`src/rtl/uart_rx_cfg.sv`:
```
// Configurable UART receiver: 5..9 data bits, none/odd/even parity, 1 or 2 stop bits.
// Each bit is decided by a 3-sample majority vote around mid-bit. False starts are
// rejected. Parity, framing and break status are reported with a one-cycle done pulse.
module uart_rx_cfg #(
  parameter int unsigned CLK_FREQ  = 50000000,
  parameter int unsigned UART_BPS  = 9600,
  parameter int unsigned DATA_BITS = 8,
  parameter int unsigned PARITY    = 0,
  parameter int unsigned STOP_BITS = 1
) (
  input  logic                 clk,
  input  logic                 rst,
  input  logic                 uart_rxd,
  output logic                 uart_rx_done,
  output logic [DATA_BITS-1:0] uart_rx_data,
  output logic                 parity_err,
  output logic                 frame_err,
  output logic                 break_det
);

  localparam int unsigned BAUD_CNT_MAX = CLK_FREQ / UART_BPS;
  localparam int unsigned HALF         = BAUD_CNT_MAX / 2;
  localparam int unsigned CNT_W        = (BAUD_CNT_MAX > 1) ? $clog2(BAUD_CNT_MAX) : 1;

  typedef enum logic [2:0] {
    S_IDLE     = 3'd0,
    S_START    = 3'd1,
    S_DATA     = 3'd2,
    S_PARITY   = 3'd3,
    S_STOP     = 3'd4,
    S_BRK_WAIT = 3'd5
  } state_t;

  state_t state, state_next;

  logic rx_s1, rx_s2, rx_s3;
  logic [CNT_W-1:0] baud_cnt, baud_cnt_next;
  logic [3:0] bit_cnt, bit_cnt_next;
  logic samp0, samp1;
  logic [DATA_BITS-1:0] shift, shift_next;
  logic par_bit, par_bit_next;
  logic stop0, stop0_next;

  logic                 done_next;
  logic [DATA_BITS-1:0] data_next;
  logic                 perr_next, ferr_next, brk_next;

  logic wrap, decide, bit_val;
  logic first_stop, is_break, par_x;

  assign wrap    = (baud_cnt == CNT_W'(BAUD_CNT_MAX - 1));
  assign decide  = (baud_cnt == CNT_W'(HALF));
  assign bit_val = (samp0 & samp1) | (samp0 & rx_s2) | (samp1 & rx_s2);

  // Synchroniser plus delay flop; reset to idle-high so reset never fakes a start edge.
  always_ff @(posedge clk or posedge rst) begin
    if (rst) begin
      rx_s1 <= 1'b1;
      rx_s2 <= 1'b1;
      rx_s3 <= 1'b1;
    end else begin
      rx_s1 <= uart_rxd;
      rx_s2 <= rx_s1;
      rx_s3 <= rx_s2;
    end
  end

  // First two majority samples; the third is the live synced line at the decision point.
  always_ff @(posedge clk or posedge rst) begin
    if (rst) begin
      samp0 <= 1'b1;
      samp1 <= 1'b1;
    end else begin
      if (baud_cnt == CNT_W'(HALF - 2)) samp0 <= rx_s2;
      if (baud_cnt == CNT_W'(HALF - 1)) samp1 <= rx_s2;
    end
  end

  // State, counters, shift register and registered outputs.
  always_ff @(posedge clk or posedge rst) begin
    if (rst) begin
      state        <= S_IDLE;
      baud_cnt     <= '0;
      bit_cnt      <= '0;
      shift        <= '0;
      par_bit      <= 1'b0;
      stop0        <= 1'b0;
      uart_rx_done <= 1'b0;
      uart_rx_data <= '0;
      parity_err   <= 1'b0;
      frame_err    <= 1'b0;
      break_det    <= 1'b0;
    end else begin
      state        <= state_next;
      baud_cnt     <= baud_cnt_next;
      bit_cnt      <= bit_cnt_next;
      shift        <= shift_next;
      par_bit      <= par_bit_next;
      stop0        <= stop0_next;
      uart_rx_done <= done_next;
      uart_rx_data <= data_next;
      parity_err   <= perr_next;
      frame_err    <= ferr_next;
      break_det    <= brk_next;
    end
  end

  // Frame status evaluated at the final stop decision.
  always_comb begin
    first_stop = (STOP_BITS == 2) ? stop0 : bit_val;
    is_break   = ~(|shift) && ((PARITY == 0) || !par_bit) && !first_stop;
    par_x      = (^shift) ^ par_bit;
  end

  // Next-state logic and output capture.
  always_comb begin
    state_next    = state;
    baud_cnt_next = wrap ? '0 : baud_cnt + 1'b1;
    bit_cnt_next  = bit_cnt;
    shift_next    = shift;
    par_bit_next  = par_bit;
    stop0_next    = stop0;
    done_next     = 1'b0;
    data_next     = uart_rx_data;
    perr_next     = parity_err;
    ferr_next     = frame_err;
    brk_next      = break_det;

    unique case (state)
      S_IDLE: begin
        baud_cnt_next = '0;
        bit_cnt_next  = '0;
        if (rx_s3 && !rx_s2) state_next = S_START;
      end
      S_START: begin
        if (decide && bit_val) begin
          state_next    = S_IDLE;
          baud_cnt_next = '0;
        end else if (wrap) begin
          state_next = S_DATA;
        end
      end
      S_DATA: begin
        if (decide) shift_next = {bit_val, shift[DATA_BITS-1:1]};
        if (wrap) begin
          if (bit_cnt == 4'(DATA_BITS - 1)) begin
            bit_cnt_next = '0;
            state_next   = (PARITY != 0) ? S_PARITY : S_STOP;
          end else begin
            bit_cnt_next = bit_cnt + 4'd1;
          end
        end
      end
      S_PARITY: begin
        if (decide) par_bit_next = bit_val;
        if (wrap) begin
          bit_cnt_next = '0;
          state_next   = S_STOP;
        end
      end
      S_STOP: begin
        if (decide) begin
          if ((STOP_BITS == 2) && !bit_cnt[0]) begin
            stop0_next = bit_val;
          end else begin
            // Final stop: publish the frame without waiting for the bit to end.
            done_next     = 1'b1;
            data_next     = shift;
            ferr_next     = !bit_val || !first_stop;
            brk_next      = is_break;
            perr_next     = is_break ? 1'b0 :
                            (PARITY == 1) ? !par_x :
                            (PARITY == 2) ? par_x : 1'b0;
            state_next    = is_break ? S_BRK_WAIT : S_IDLE;
            baud_cnt_next = '0;
          end
        end else if (wrap) begin
          bit_cnt_next = 4'd1;
        end
      end
      S_BRK_WAIT: begin
        // Need one full bit period of continuous idle before listening again.
        if (!rx_s2) begin
          baud_cnt_next = '0;
        end else if (wrap) begin
          baud_cnt_next = '0;
          state_next    = S_IDLE;
        end
      end
      default: begin
        state_next    = S_IDLE;
        baud_cnt_next = '0;
      end
    endcase
  end

endmodule
```
`config.mk`:
```
export PLATFORM = sky130hd
export DESIGN_NAME = uart_rx_cfg
export DESIGN_NICKNAME = d
export VERILOG_FILES = /design/src/rtl/uart_rx_cfg.sv
export SDC_FILE = /design/constraint.sdc
export NUM_CORES = 1
export LEC_CHECK = 0
export CAP_MARGIN = 10
export CORE_UTILIZATION = 40
export DETAILED_ROUTE_END_ITERATION = 10
export HOLD_SLACK_MARGIN = 0.03
export PLACE_DENSITY = 0.6
export REMOVE_ABC_BUFFERS = 1
export SLEW_MARGIN = 5
export SYNTH_ARGS = -nofsm -noshare
export SYNTH_HDL_FRONTEND = slang
export SYNTH_SLANG_ARGS = --single-unit
export TNS_END_PERCENT = 20
```
`constraint.sdc`:
```
create_clock -name clk -period 2.4 [get_ports clk]
set_input_delay 0.6 -clock clk [delete_from_list [all_inputs] [get_ports clk]]
set_output_delay 0.6 -clock clk [all_outputs]
set_load 0.05 [all_outputs]
```
* Word level (Yosys, flattened, before mapping)
Cells that the tools add are included.
** Cells by class
- Bitwise gates (word level) :: 6
- Reduce and logical (&&, ||, !) cells :: 13
- Equality and inequality tests :: 20
- Multiplexer cells :: 25
- Add/subtract/negate cells :: 2
** Operator list (number)
- $mux 13 :: 5
- $pmux 13 s4 :: 1
- $eq 13x12->1 const B :: 3
- $mux 3 :: 10
- $mux 4 :: 5
- $ne 2x2->1 const B :: 9
- $pmux 3 s6 :: 1
- $pmux 4 s4 :: 1
- $add 13x1->13 const B :: 1
- $eq 13x13->1 const B :: 1
- $reduce_and 8->1 :: 1
- $reduce_or 8->1 :: 1
- $eq 3x2->1 const B :: 2
- $eq 3x3->1 const B :: 2
- $reduce_and 5->1 :: 1
- $add 4x1->4 const B :: 1
- $eq 4x3->1 const B :: 1
- $reduce_and 2->1 :: 2
- $reduce_bool 4->1 :: 1
- $and 1x1->1 :: 3
- $eq 3x1->1 const B :: 1
- $logic_and 1x1->1 :: 3
- $logic_not 3->1 :: 1
- $ne 3x3->1 const B :: 1
- 5 further kinds :: 8
** Storage, ports and cells
- Register bits after elaboration :: 44
- Output and inout bits :: 12

* Depth between registers and ports, before layout
- Depth after elaboration :: 8
- Depth in mapped cells :: 8

* Least setup slack after synthesis
OpenSTA, ideal clock, no wires.
- Path type :: register to register
- Start :: register baud_cnt[1]
- End :: register bit_cnt[0]
- Setup time :: 0.128 ns
- Arrival time :: 1.860 ns
- Path slack :: 0.412 ns
- Data required time :: 2.272 ns
- Stages on the path, launching flop included :: 6
- Clock period less this slack :: 1.988 ns
- Path through :: dfrtp_1 > ha_1 > or4b_4 > a2111oi_4 > nor2_2 > mux2_1
** On the way
- Longest elaborated chain between the ends :: 3
- Elaborated cells on any way between the ends :: 7
- Those cells by class :: eq/ne: 6; reduce/logical: 1
** RTL lines
- start: declaration :: RTL line 37 : logic [CNT_W-1:0] baud_cnt, baud_cnt_next;
- start signal: assignment :: RTL line 95 : baud_cnt <= baud_cnt_next;
- $eq 13x12->1 / $eq 13x13->1 (equally long branches) :: RTL line 52, 51
- $ne 2x2->1 (no source line)
- $reduce_and 5->1 (no source line) (*)
- end signal: assignment :: RTL line 96 : bit_cnt <= bit_cnt_next;
- end: declaration :: RTL line 38 : logic [3:0] bit_cnt, bit_cnt_next;
Mark *: on every way between the ends. The rest lies on a longest branch, timed or not.
A chain may end at the register's enable or synchronous reset.

* Worst setup path in the final report
- Start :: register baud_cnt[0]
- End :: register bit_cnt[3]
Same word-level chain as after synthesis.

==> results.txt <==
status - finished, final reports clean
register area share after synthesis - 50.72%
share of cells above drive strength 1 - 15.24%
first-pass GRT wire length - 7017 um
worst path buffer plus inverter count - 0
Clk pwr share - 36.2%
number of global-route vias before repair - 1438
combinational fraction of design power - 15.1%
total setup buffers inserted after CTS - 0
Critical Path Sink Type - flop
CTS tree - done
CTS H-tree lvls - 2
Commonest cells post-synth - 39 x dfrtp_1, 22 x nor2_1, 15 x mux2_1, 15 x nand2_1, 8 x xor2_1
Starting Density - 42.21%
port buffer count - 13
Max Cap Viol - 0
Switching Share - 27.37%
ANT nets after route - 0
EDFF count, synth - 0
cell with the most instances after synthesis - dfrtp_1
post-route setup TNS - 0 ps
#FFs+latches synth - 44
CTS resizes - 0
Cell Count Post-Placement - 272
# IOs - 15
die area - 5758 um2
async set-or-reset flop fraction in the synthesized netlist - 100.0%
Multi-input gate area - 1015 um2
Int Power - 1.193 mW
post-synthesis average cell area - 11.25 um2
DIE WIDTH - 75.88 um
yosys warns - 0
Hold Violations, Final - 0
pwr/cell area - 655.5 nW/um2
Worst-Skew Late Latency - 300 ps
Critical Path AT - 2390 ps
Max Slew Vio Count - 0
crit path cell chain - ha_1 -> or4b_4 -> a2111oi_4 -> nor2_2 -> nor4_1 -> a211o_1
crit-path max cell delay - 540 ps
Antenna Cells - 0
vias - 1468
placer's final routability congestion estimate - 0.9061
Post-Syn Instances - 194
design area - 2506 um2
clock slew seen by the registers of the worst setup and hold paths - 80 ps
Vias/cell - 5.243
data required time of the worst path - 2640 ps
Starting DRT DRC Count - 145
P&R area growth vs syn - 14.78%
dominant cell type by area after synthesis - dfrtp_1
Final nets - 216
CORE AREA - 5172 um2
leak pwr - 1.105 nW
maximum fanout along the worst path - 6
fillcell total - 461
root buf cell - clkbuf_8
Post-Layout Cell Count - 280
CTS sink count - 44
core utilization of the finished layout - 48.45%
Slew @ Worst Pin - 544.1 ps
crit start category - flop
# hold bufs at CTS - 0
net load switching power - 0.4496 mW
die height - 75.88 um
Setup CP Type - flop to flop
Hold Path Class - flop to flop
All-Layer GR Usage - 16.68%
Main synth FF type - dfrtp_1
crit-path leading delay family - simple AND/OR/NAND/NOR gates
RSZ-0062 raised after global routing - false
Congestion Overflow GR - 0
Longest Clk Path Bufs - 2
Routed WL - 4001 um
maximum clock rate - 0.4645 GHz
Tmin final - 2153 ps
Final Setup Violations - 0
dpl hpwl - 2908 um
Critical-path top delay cell - or4b_4
Netlist cell types - 52
FF+latch area - 1107 um2
sequential fraction of design power - 48.6%
Synth top area share - 44.70%
Syn Std Cell Area - 2183 um2
cts bufs inserted - 5
top post-synthesis cells by area - dfrtp_1 45%, mux2_1 7.7%, dfstp_2 6.0%
Worst VDD drop - 0.0002364 V
Final Cycle Share - 89.70%
largest net degree at the start of global routing - 45
drt drc - 0
Pre-Repair DR Iteration Count - 4
initial antenna violation count - 0
Clock Skews - 5.530 ps
Rows - 26
WL per Instance - 14.29 um
Max-slew headroom - 63.73%
placed cell areas - 2385 um2
-- kinds of logic after synthesis --
kind of cell	count (synthesis)	share of synthesized area, %
AND/OR/NAND/NOR	76	20.52
flip-flops	44	50.72
multiplexers	19	9.799
other	1	0.1718
AO/OA/AOI/OAI	24	8.826
XOR/XNOR	11	4.413
adder cells (fa/ha/maj)	5	2.751
buffers and inverters	14	2.808
-- area by class of cell --
cell class	instances	share of cell area (%)
multi-input cells	136	40.49
clock buffers	6	3.295
repair buffers	16	6.091
clock inverters	2	1.548
inverters	6	0.8987
flip-flops and latches	44	44.18
well taps	70	3.495
-- per-stage QoR --
| stage | setup slack [ps] | power [mW] | hold WS (ps) |
|---|---|---|---|
| after CTS | 249.2 | 1.659 | 361.6 |
| after global placement | 332.5 | 1.051 | 346.0 |
| final | 247.2 | 1.643 | 359.9 |
| after floorplan | 412.3 | 0.9988 | 345.2 |
| after detailed placement | 258.9 | 1.062 | 348.4 |
| after global routing | 137.6 | 1.724 | 363.4 |
-- per-layer routing --
metal	GRT usage (%)	up-vias	wire [um]
met5	0	-	0
met4	6.173	0	61
met2	24.88	25	1870
met3	3.968	6	133
met1	23.57	722	1936
li1	-	715	-
-- final timing paths --
path | from | to | slack [ps] | cells past startpoint
hold reg to reg | rx_s1$_DFF_PP1_ | rx_s2$_DFF_PP1_ | 360 | 0
hold / removal | rx_s1$_DFF_PP1_ | rx_s2$_DFF_PP1_ | 360 | 0
setup / recovery | baud_cnt[0]$_DFF_PP0_ | bit_cnt[3]$_DFFE_PP0P_ | 250 | 6
min in group asynchronous | rst | state[0]$_DFFE_PP0P_ | 730 | 3
setup reg to reg | baud_cnt[0]$_DFF_PP0_ | bit_cnt[3]$_DFFE_PP0P_ | 250 | 6
max in group asynchronous | rst | baud_cnt[5]$_DFF_PP0_ | 1290 | 3
-- layout by cell type, fill, tap and decap left out, types with 6 or more instances in the layout --
cell type        netlist  layout
clkbuf_8               0       6
clkdlybuf4s50_1        0      13
dfrtp_1               39      39
inv_1                  6       6
mux2_1                15      15
nand2_1               15      15
nand4_1                6       6
nor2_1                22      22
xor2_1                 8       8
-- state kept, by name, indices dropped and copies added (netlist names) --
| signal | cells |
|---|---|
| baud_cnt | 13 |
| bit_cnt | 4 |
| break_det | 1 |
| frame_err | 1 |
| rx_s1 | 1 |
| rx_s2 | 1 |
| rx_s3 | 1 |
| samp0 | 1 |
| samp1 | 1 |
| shift | 8 |
| state | 3 |
| uart_rx_data | 8 |
| uart_rx_done | 1 |
-- power by group through the flow --
stage / clock [mW] / sequential (mW) / combinational (mW)
floorplan: 0 / 0.805 / 0.194
global placement: 0 / 0.809 / 0.242
detailed placement: 0 / 0.812 / 0.250
CTS: 0.610 / 0.798 / 0.251
global route: 0.641 / 0.803 / 0.281
finish: 0.595 / 0.799 / 0.248
Power figures use the tool's default switching activity.
